--- src/rtl/video_src_sched.sv ---
// Frame-aligned source scheduler for the video capture stream mux.
// Selects BT.656 (in1) or test pattern (in2); switches only on frame boundaries, with stall fallback.
module video_src_sched #(
  parameter int TOW = 24,
  parameter int LW  = 11,
  parameter int CW  = 16
) (
  input  logic           axi_clk_i,
  input  logic           axi_rstn_i,
  input  logic           req_sel_i,
  input  logic           fallback_en_i,
  input  logic [TOW-1:0] timeout_i,
  input  logic [LW-1:0]  frame_lines_i,
  input  logic           in1_tvalid_i,
  input  logic           in1_tready_i,
  input  logic           in1_tuser_i,
  input  logic           in1_tlast_i,
  input  logic           in2_tvalid_i,
  input  logic           in2_tready_i,
  input  logic           in2_tuser_i,
  input  logic           in2_tlast_i,
  input  logic           stall_clr_i,
  output logic           mux_sel_o,
  output logic           drop_o,
  output logic           switching_o,
  output logic           stall_o,
  output logic [CW-1:0]  switch_cnt_o
);

  typedef enum logic [1:0] {SYNC, RUN, DRAIN} state_t;

  state_t         state_q, state_d;
  logic           mux_sel_q, mux_sel_d;
  logic           stall_q, stall_d;
  logic [CW-1:0]  cnt_q, cnt_d;
  logic [LW-1:0]  lc_q, lc_d, lc_cnt;
  logic [TOW-1:0] wd_q, wd_d;
  logic           seen_q, seen_d, seen;

  logic sel_tvalid, sel_tready, sel_tuser, sel_tlast;
  logic sel_hs, sof, eol, eff, fb, trip;

  always_comb begin
    sel_tvalid = mux_sel_q ? in2_tvalid_i : in1_tvalid_i;
    sel_tready = mux_sel_q ? in2_tready_i : in1_tready_i;
    sel_tuser  = mux_sel_q ? in2_tuser_i  : in1_tuser_i;
    sel_tlast  = mux_sel_q ? in2_tlast_i  : in1_tlast_i;
  end

  assign sel_hs = sel_tvalid & sel_tready;
  assign sof    = sel_hs & sel_tuser;
  assign eol    = sel_hs & sel_tlast;
  assign eff    = stall_q | req_sel_i;

  // Boundary is judged on the post-beat line count so the final EOL cycle decides.
  always_comb begin
    lc_cnt = lc_q;
    if (sof)
      lc_cnt = eol ? LW'(1) : '0;
    else if (eol)
      lc_cnt = (lc_q >= frame_lines_i) ? frame_lines_i : lc_q + LW'(1);
  end

  assign seen = seen_q | sof;
  assign fb   = (lc_cnt >= frame_lines_i) || ((lc_cnt == '0) && !seen);
  assign trip = (timeout_i != '0) && (wd_q == timeout_i - TOW'(1)) &&
                !mux_sel_q && fallback_en_i;

  always_comb begin
    state_d   = state_q;
    mux_sel_d = mux_sel_q;
    cnt_d     = cnt_q;
    stall_d   = stall_clr_i ? 1'b0 : stall_q;
    unique case (state_q)
      SYNC: begin
        if (sof) begin
          state_d = RUN;
          cnt_d   = cnt_q + CW'(1);
        end else if (eff != mux_sel_q) begin
          mux_sel_d = eff;
        end
      end
      RUN: begin
        if (eff != mux_sel_q) begin
          if (fb) begin
            state_d   = SYNC;
            mux_sel_d = eff;
          end else begin
            state_d = DRAIN;
          end
        end
      end
      DRAIN: begin
        if (eff == mux_sel_q) begin
          state_d = RUN;
        end else if (fb) begin
          state_d   = SYNC;
          mux_sel_d = eff;
        end
      end
      default: state_d = SYNC;
    endcase
    // Stall fallback abandons the current frame and overrides any pending decision.
    if (trip) begin
      stall_d   = 1'b1;
      mux_sel_d = 1'b1;
      state_d   = SYNC;
      cnt_d     = cnt_q;
    end
  end

  always_comb begin
    wd_d = wd_q + TOW'(1);
    if ((timeout_i == '0) || sel_hs || (state_d != state_q) || (mux_sel_d != mux_sel_q))
      wd_d = '0;
    lc_d   = (state_d == SYNC) ? '0   : lc_cnt;
    seen_d = (state_d == SYNC) ? 1'b0 : seen;
  end

  always_ff @(posedge axi_clk_i or negedge axi_rstn_i) begin
    if (!axi_rstn_i) begin
      state_q   <= SYNC;
      mux_sel_q <= 1'b0;
      stall_q   <= 1'b0;
      cnt_q     <= '0;
      lc_q      <= '0;
      wd_q      <= '0;
      seen_q    <= 1'b0;
    end else begin
      state_q   <= state_d;
      mux_sel_q <= mux_sel_d;
      stall_q   <= stall_d;
      cnt_q     <= cnt_d;
      lc_q      <= lc_d;
      wd_q      <= wd_d;
      seen_q    <= seen_d;
    end
  end

  assign mux_sel_o    = mux_sel_q;
  assign drop_o       = (state_q == SYNC) && !(sel_tvalid && sel_tuser);
  assign switching_o  = (state_q != RUN);
  assign stall_o      = stall_q;
  assign switch_cnt_o = cnt_q;

endmodule

--- config.mk ---
export PLATFORM = sky130hd
export DESIGN_NAME = video_src_sched
export DESIGN_NICKNAME = d
export VERILOG_FILES = /design/src/rtl/video_src_sched.sv
export SDC_FILE = /design/constraint.sdc
export NUM_CORES = 1
export LEC_CHECK = 0
export BUFFER_PORTS_ARGS = -buffer_cell sky130_fd_sc_hd__buf_2
export CAP_MARGIN = 0
export CORE_UTILIZATION = 40
export DETAILED_ROUTE_END_ITERATION = 12
export MAX_ROUTING_LAYER = met4
export PLACE_DENSITY = 0.65
export SLEW_MARGIN = 20
export SYNTH_ARGS = -nofsm -noshare
export SYNTH_HDL_FRONTEND = slang
export SYNTH_SLANG_ARGS = --single-unit
--- constraint.sdc ---
create_clock -name axi_clk_i -period 7.6 [get_ports axi_clk_i]
set_clock_uncertainty 0.15 [all_clocks]
set_input_delay 0.38 -clock axi_clk_i [delete_from_list [all_inputs] [get_ports axi_clk_i]]
set_output_delay 0.38 -clock axi_clk_i [all_outputs]
set_load 0.01 [all_outputs]
==> results.txt, run 1 <==
After synthesis, the largest family of logic cells by area is simple AND/OR/NAND/NOR gates. Cell area power density: 187 nW/µm². The run gives 0 as the remaining antenna violation count. For the final routed database, the setup TNS stands at 0 ns. The net count of the finished layout is 671.

The first global-routing pass estimated 19600 µm of wire. The worst register-to-register path begins at lc_q[7]. After synthesis, the cell types taking the most area are sky130_fd_sc_hd__dfrtp_1 29%, sky130_fd_sc_hd__xor2_1 8.0%, sky130_fd_sc_hd__ha_1 7.0%. The time the worst path needs with I/O delays and setup was 5.03 ns.

Library cell used as clock root buffer: sky130_fd_sc_hd__clkbuf_16. Slew at the pin closest to its max-slew limit: 0.904 ns. The total via count in the routed design came out at 4161. The maximum number of pins on one net before global-route repair is 57. The flow ran to the end, but the final reports show violations. 0 antenna diodes ended up in the layout. The worst hold path belongs to the class primary input to asynchronous set/reset pin.

Summing all multi-input logic gate instances after layout gives 3130 µm². The logs give 2 for the level count of the clock H-tree and 29.0% for the post-synthesis sequential area ratio. The number of antenna violations at the first check in global routing is 0. The largest fanout on the critical path was 24.

The total iterations of the first detailed-routing run is 9, and the multiplexer share of the synthesized area is 2.02%. The share of post-route cells with drive strength above 1 was 20.4%. On the worst path, the slowest cell contributes a delay of 0.57 ns.

For the minimum hold slack, the log shows 0.0799 ns. The worst setup path is launched from a register. For the worst voltage drop across the vdd grid, the log shows 0.110 mV. The tools report the starting DRC count in detailed routing as 240. The per-instance average area after synthesis is 8.92 µm², and the residual overflow from global routing is 0. Summing the areas of all xor and xnor instances in the mapped netlist gives 12.5% of the synthesized area. The run gives 0.932 as the routability-driven placement congestion ratio.

Walking the worst path, the cells encountered are ha_1, nand4_1, nor3_1, o31ai_4, nand2_1, nor3_1, a311oi_1, ha_1, nand2b_1, a21o_1, a21o_1, a21o_1, a21o_1, a21oi_1, o21ai_0, a31o_1, a211o_4, a21oi_1. Counting the fill cells in the layout gives 1135. Registers take 1400 µm². The critical path buffer and inverter count was 0; the count of pins on the block boundary was 68. The number of gates resized after CTS was 0. The family of cells with the greatest summed delay on the critical path was compound AO/OA/AOI/OAI gates. Synthesized-area fraction occupied by adder cells: 7.00%. The cell with the most instances after synthesis was sky130_fd_sc_hd__dfrtp_1. The worst pin sits at a relative slew slack of 39.6%. Port buffering added 67 buffers. The synthesized netlist occupies a cell area of 4830 µm². Summed over all layers, the routed wires come to 11900 µm. The floorplan step defined a die boundary enclosing 12500 µm². The post-route fraction of the period consumed by the critical path works out to 66.2%. After synthesis, the share of flip-flops with an asynchronous set or reset is 100%.

The width of the die is 112 µm, and the hold buffer count at cts is 0. The post-detailed-route wirelength per cell is 16.0 µm. Once the floorplan was initialized, standard cells occupied 41.7% of the core. The logs give 9360 µm for the detailed-placement wirelength estimate and 7.66 ns for the required arrival time at the worst endpoint. The worst setup path is of the register to register kind. The clock-pin slew on the worst setup and hold paths came out at 0.07 ns. The run gives 0 as the hold violation count in the final report. The checks that failed: DRC. Relative to the synthesized area, the layout overhead comes to 10.7%. Global routing consumed, over all layers together, 20.1% of the routing resources.

The synthesized netlist devotes 30.0% of its cell area to simple gates. Cell type with the highest occurrence count on the critical path: sky130_fd_sc_hd__a21o_1. Largest area contributor in the netlist: sky130_fd_sc_hd__dfrtp_1.

The run gives 0 as the count of buffers added by post-CTS timing repair for setup. For this design, the sink count on the clock tree is 56. The tools report the number of max-cap violations as 0. In the synthesized netlist, the cells that appear most often are 56 x sky130_fd_sc_hd__dfrtp_1, 44 x sky130_fd_sc_hd__xor2_1, 39 x sky130_fd_sc_hd__nand2_1, 37 x sky130_fd_sc_hd__nor2_1, 34 x sky130_fd_sc_hd__inv_1. The post-route DRC violation count is 6, and the post-synthesis cell type count is 76. The via count of the first global-routing pass was 3941. For the number of clock buffers inserted by TritonCTS, the log shows 5. The top cell type's share of synthesized area came out at 29.0%. The tools report the final-report max-slew violation count as 0.

During synthesis, Yosys emitted a total of 0 warnings. Data arrival time of the worst path: 5.09 ns. Counting along the longest clock path gives a buffer depth of 2.

TritonCTS built the clock tree. Setup repair after global routing left no endpoint under its margin. The tools report the number of setup violations in the final report as 0.

The overall die height is 112 µm. The worst setup path is captured at a register. The fraction of the mapped netlist area in compound gates was 13.4%; the placeable core area was 11600 µm².

Using the TritonRoute via totals, the vias-per-cell ratio works out to 5.62. Predominant post-synthesis flop cell: sky130_fd_sc_hd__dfrtp_1. For the number of nets produced by synthesis, the log shows 616. The post-synthesis instance total came out at 541.

The clock latency on the worst-skew pair was 0.29 ns; the floorplan row count was 39. The slowest stage of the critical path is the sky130_fd_sc_hd__a211o_4 cell. The origin of the worst setup path is lc_q[7]. The analysis attributes to cell leakage a power of 2.43 nW.

In this run, synthesis inferred 0 flip-flops with an integrated enable. The maximum clock rate was 0.199 GHz. The flip-flop and latch count after synthesis works out to 56.
[through the flow]
step	setup slack, ns	cell area [µm²]	util, %	instances	power, W
3_5_place_dp	2.47	5190	44.9	732	0.000774
5_1_grt	2.21	5340	46.2	740	0.00107
4_1_cts	2.54	5340	46.2	740	0.00101
3_3_place_gp	2.59	5190	44.9	732	0.000764
6_report	2.57	5340	46.2	740	0.00100
2_1_floorplan	3.42	4830	-	541	0.000704
[state kept, by name, indices dropped and copies added, names as in the netlist]
register,flops
stall_o,1
lc_q,11
mux_sel_o,1
state_q,2
wd_q,24
seen_q,1
switch_cnt_o,16
[routing by layer]
layer	vias up	share of wire, %	global-route usage (%)
met5	-	0	-
met4	0	1.3	4.86
met3	11	4.9	3.32
met2	136	47	33.0
met1	1972	47	25.8
li1	2042	-	-
[where the power goes]
group | internal (W) | switching, W | total, W
Sequential | 0.000328 | 0.0000532 | 0.000381
Clock | 0.000132 | 0.000104 | 0.000235
Combinational | 0.000134 | 0.000252 | 0.000386
Total | 0.000593 | 0.000409 | 0.00100
[final timing paths]
kind,to,slack [ns],cells past startpoint
worst min-delay path,switch_cnt_o[10],0.08,2
min in group axi_clk_i,stall_o,0.14,2
max in group asynchronous,lc_q[4],6.75,2
worst max register to register,wd_q[22],2.57,18
worst min register to register,switch_cnt_o[15],0.32,1
worst max-delay path,wd_q[22],2.57,18
[kinds of logic after synthesis]
kind of cell    count (synthesis)
fa+ha+maj                      27
mux                             9
xor+xnor                       69
compound gates                 90
simple gates                  235
flops                          56
buf+inv                        55
[area by class of cell]
| class | instances | share of cell area (%) |
|---|---|---|
| clock inverters | 1 | 0.141 |
| well taps | 143 | 3.35 |
| clock buffers | 7 | 2.67 |
| inverters | 34 | 2.39 |
| flip-flops and latches | 56 | 26.2 |
| repair buffers | 69 | 6.56 |
| multi-input cells | 430 | 58.7 |
[worst register-to-register path: cells and delay by family (launching register included)]
kind / cells / cell delay, ns
DFF: 1 / 0.46
and+or+nand+nor: 5 / 1.05
adders and majority gates: 2 / 0.63
AOI/OAI and AO/OA: 11 / 2.65
[layout by cell type, fill, tap and decap left out, types with 8 or more instances in the layout]
cell type | netlist | routed
sky130_fd_sc_hd__nor4_1 | 10 | 10
sky130_fd_sc_hd__dfrtp_1 | 56 | 56
sky130_fd_sc_hd__nand2_1 | 39 | 39
sky130_fd_sc_hd__nor3_1 | 16 | 16
sky130_fd_sc_hd__nor2_1 | 37 | 37
sky130_fd_sc_hd__a21oi_1 | 21 | 21
sky130_fd_sc_hd__buf_2 | 5 | 67
sky130_fd_sc_hd__nor2b_1 | 8 | 8
sky130_fd_sc_hd__inv_1 | 34 | 34
sky130_fd_sc_hd__nand3_1 | 29 | 29
sky130_fd_sc_hd__o21ai_0 | 16 | 16
sky130_fd_sc_hd__o31ai_1 | 9 | 9
sky130_fd_sc_hd__nand4_1 | 16 | 16
sky130_fd_sc_hd__xnor2_1 | 25 | 25
sky130_fd_sc_hd__nor2_4 | 18 | 18
sky130_fd_sc_hd__and3_1 | 14 | 14
sky130_fd_sc_hd__xor2_1 | 44 | 44
sky130_fd_sc_hd__ha_1 | 27 | 27
Power figures use the tool's default switching activity.
==> run 2, diff against run 1 <==
--- a/config.mk
+++ b/config.mk
@@ -10,7 +10,7 @@
 export CORE_UTILIZATION = 40
 export DETAILED_ROUTE_END_ITERATION = 12
 export MAX_ROUTING_LAYER = met4
-export PLACE_DENSITY = 0.65
+export PLACE_DENSITY = 0.67
 export SLEW_MARGIN = 20
 export SYNTH_ARGS = -nofsm -noshare
 export SYNTH_HDL_FRONTEND = slang
==> constraint.sdc (replaced) <==
create_clock -name axi_clk_i -period 4.6 [get_ports axi_clk_i]
set_clock_uncertainty 0.15 [all_clocks]
set_input_delay 0.23 -clock axi_clk_i [delete_from_list [all_inputs] [get_ports axi_clk_i]]
set_output_delay 0.23 -clock axi_clk_i [all_outputs]
set_load 0.01 [all_outputs]
==> results.txt, run 2 (same netlist as run 1, synthesis figures left out) <==
The flow ran to the end, and the final reports show no timing, DRC or antenna violations. The largest fanout on the critical path is 10. The run gives 47.8% as the worst relative slew slack.

The worst setup path is of the register to register kind. The initial utilization of the core area, before any placement, comes to 41.7%. Number of antenna cells inserted: 0.

The time the worst path needs with I/O delays and setup is 4.32 ns. The overall die height is 112 µm. The tools report the library cell used as clock root buffer as sky130_fd_sc_hd__clkbuf_16. The slew at the pin closest to its max-slew limit is 0.775 ns, and the worst voltage drop across the vdd grid is 0.166 mV. Buffers placed on the I/O ports in this run total 67. Row generation in the floorplan step produced 39 rows. Counting flops per register, the top entry is wd_q.

In the final layout, the share of cells above drive strength 1 is 23.7%. The total power of the final layout is 0.00183 W, and the aggregate global-route resource usage is 20.0%. For this run, design rule violations remaining after detail routing come to 0. The total iterations of the first detailed-routing run came out at 4. Final routed wirelength across all metal layers: 11900 µm. The hold violation count in the final report is 0. The total via count in the routed design came out at 4268. Grouping stages by cell kind, the critical path spends the most delay in compound AO/OA/AOI/OAI gates. The cell area power density was 329 nW/µm²; the number of clock sinks seen by CTS was 56. Once layout is complete, the utilization of the core stands at 48.0%. Dividing the final minimum period by the clock period gives 93.9%. Counting along the longest clock path gives a buffer depth of 2. Entering global routing, the biggest net connects 57 pins. The tools report the number of max-cap violations as 0. After the first detailed-routing iteration, the DRC count stood at 286. Setup violations remaining at the end of the flow were counted as 0. Width of the die: 112 µm. The tools report the maximum clock rate as 0.231 GHz.

The cell type with the highest occurrence count on the critical path was sky130_fd_sc_hd__a21o_1. The net count of the finished layout is 687. TritonCTS built the clock tree.

Global routing consumed, on the met1 layer, 25.3% of the routing resources. The met2 demand-to-capacity share in global routing came out at 33.5%. For the residual overflow from global routing, the log shows 0.

The detailed-placement wirelength estimate is 9340 µm, and the count of pins on the block boundary is 68. For the minimum hold slack, the log shows 0.292 ns. The via count of the first global-routing pass is 4152.

The post-detailed-route wirelength per cell is 15.7 µm, and the level count of the clock H-tree is 2. For this run, the slowest stage of the critical path takes 0.44 ns. Once placement completed, the tool counted placed cells totaling 743.

The detail route stage leaves a number of antenna-violating nets equal to 0. The tools report the final-report max-slew violation count as 0. Global routing used 1.80% of the available met3 tracks.

Classification of the worst-slack hold path: primary input to register. The first global-routing pass estimated 20000 µm of wire. Leaving out fill and tap cells, the most frequent cells in the layout are 67 x sky130_fd_sc_hd__buf_2, 54 x sky130_fd_sc_hd__dfrtp_1, 44 x sky130_fd_sc_hd__xor2_1, 38 x sky130_fd_sc_hd__nand2_1, 37 x sky130_fd_sc_hd__nor2_1.

STA classifies the critical path startpoint as a register. The routability-driven placement congestion ratio is 0.919. The slowest stage of the critical path is the sky130_fd_sc_hd__dfrtp_2 cell.

After global routing, the most crowded layer is met2. The flip-flop count of the largest register, all copies and words added was 24; the data arrival time of the worst path was 4.39 ns. The leakage power figure came out at 2.54 nW. Number of clock buffers inserted by TritonCTS: 5.

The run gives 0.30 ns as the clock latency on the worst-skew pair. The tools report the number of antenna violations at the first check in global routing as 0. STA puts the critical path data required time at 4.67 ns. The placeable core area came out at 11600 µm². The worst setup path is captured at a register. For this run, the number of standard cells in the final layout without fillers is 756.

The tools report the area of the die as 12500 µm². The area added between synthesis and finish was 15.0%. Walking the worst path, the cells encountered are ha_1, a211oi_1, nor2_1, nor3_2, nand2_2, a311oi_2, ha_1, nand2b_1, a21o_1, a21o_1, a21o_1, a21o_1, a21oi_1, o21ai_1, a31o_1, a211o_4, buf_12, a21oi_1. After detailed routing, the number of vias per cell comes to 5.65. Most common cell after layout, fill and taps aside: sky130_fd_sc_hd__buf_2. The critical path buffer and inverter count was 1. The clock-pin slew on the worst setup and hold paths works out to 0.08 ns.
## run 2: worst reg2reg max path, cell delays in order (launching register included)
cell	delay (ns)
sky130_fd_sc_hd__dfrtp_2	0.44
sky130_fd_sc_hd__ha_1	0.30
sky130_fd_sc_hd__a211oi_1	0.22
sky130_fd_sc_hd__nor2_1	0.09
sky130_fd_sc_hd__nor3_2	0.33
sky130_fd_sc_hd__nand2_2	0.17
sky130_fd_sc_hd__a311oi_2	0.34
sky130_fd_sc_hd__ha_1	0.28
sky130_fd_sc_hd__nand2b_1	0.14
sky130_fd_sc_hd__a21o_1	0.17
sky130_fd_sc_hd__a21o_1	0.17
sky130_fd_sc_hd__a21o_1	0.17
sky130_fd_sc_hd__a21o_1	0.18
sky130_fd_sc_hd__a21oi_1	0.14
sky130_fd_sc_hd__o21ai_1	0.09
sky130_fd_sc_hd__a31o_1	0.23
sky130_fd_sc_hd__a211o_4	0.36
sky130_fd_sc_hd__buf_12	0.17
sky130_fd_sc_hd__a21oi_1	0.12
## run 2: metal layers
layer,share of wire [%],vias up
met2,49,123
met4,2.6,0
li1,-,2079
met5,0,-
met3,3.8,29
met1,45,2037
## run 2: cell type report
type | instances | area, µm²
fill | 1102 | 6020
multi-input combinational | 430 | 3160
sequential | 56 | 1400
timing repair buffer | 85 | 500
tap | 143 | 179
clock buffer | 6 | 139
inverter | 34 | 128
clock inverter | 2 | 38.8
## run 2: what timing repair did
action | in CTS | in global routing
resized for setup | 0 | 12
hold buffers | 2 | 0
setup endpoints to repair | 0 | 37
endpoints found under the hold margin | 57 | 0
buffers inserted | 0 | 3
## run 2: power by group
part | switching, W | leakage [nW] | internal, W
Sequential | 0.0000732 | 0.754 | 0.000542
Clock | 0.000181 | 0.0871 | 0.000273
Combinational | 0.000456 | 1.70 | 0.000301
Total | 0.000711 | 2.54 | 0.00112
## run 2: through the flow
stage	area [µm²]	TNS, ns	setup WS, ns
CTS	5500	0	0.0985
detailed placement	5300	0	0.146
global route	5550	-0.0138	-0.00601
global placement	5300	0	0.277
finish	5550	0	0.280
floorplan	4830	0	0.433
## run 2: final timing paths
check	start	end	slack (ns)	depth (start not counted)
worst max-delay path	lc_q[8]	wd_q[22]	0.28	18
worst min-delay path	frame_lines_i[1]	lc_q[1]	0.29	6
worst max register to register	lc_q[8]	wd_q[22]	0.28	18
worst min register to register	switch_cnt_o[15]	switch_cnt_o[15]	0.33	1
max in group asynchronous	axi_rstn_i	lc_q[0]	3.32	3
min in group asynchronous	axi_rstn_i	switch_cnt_o[6]	0.45	3
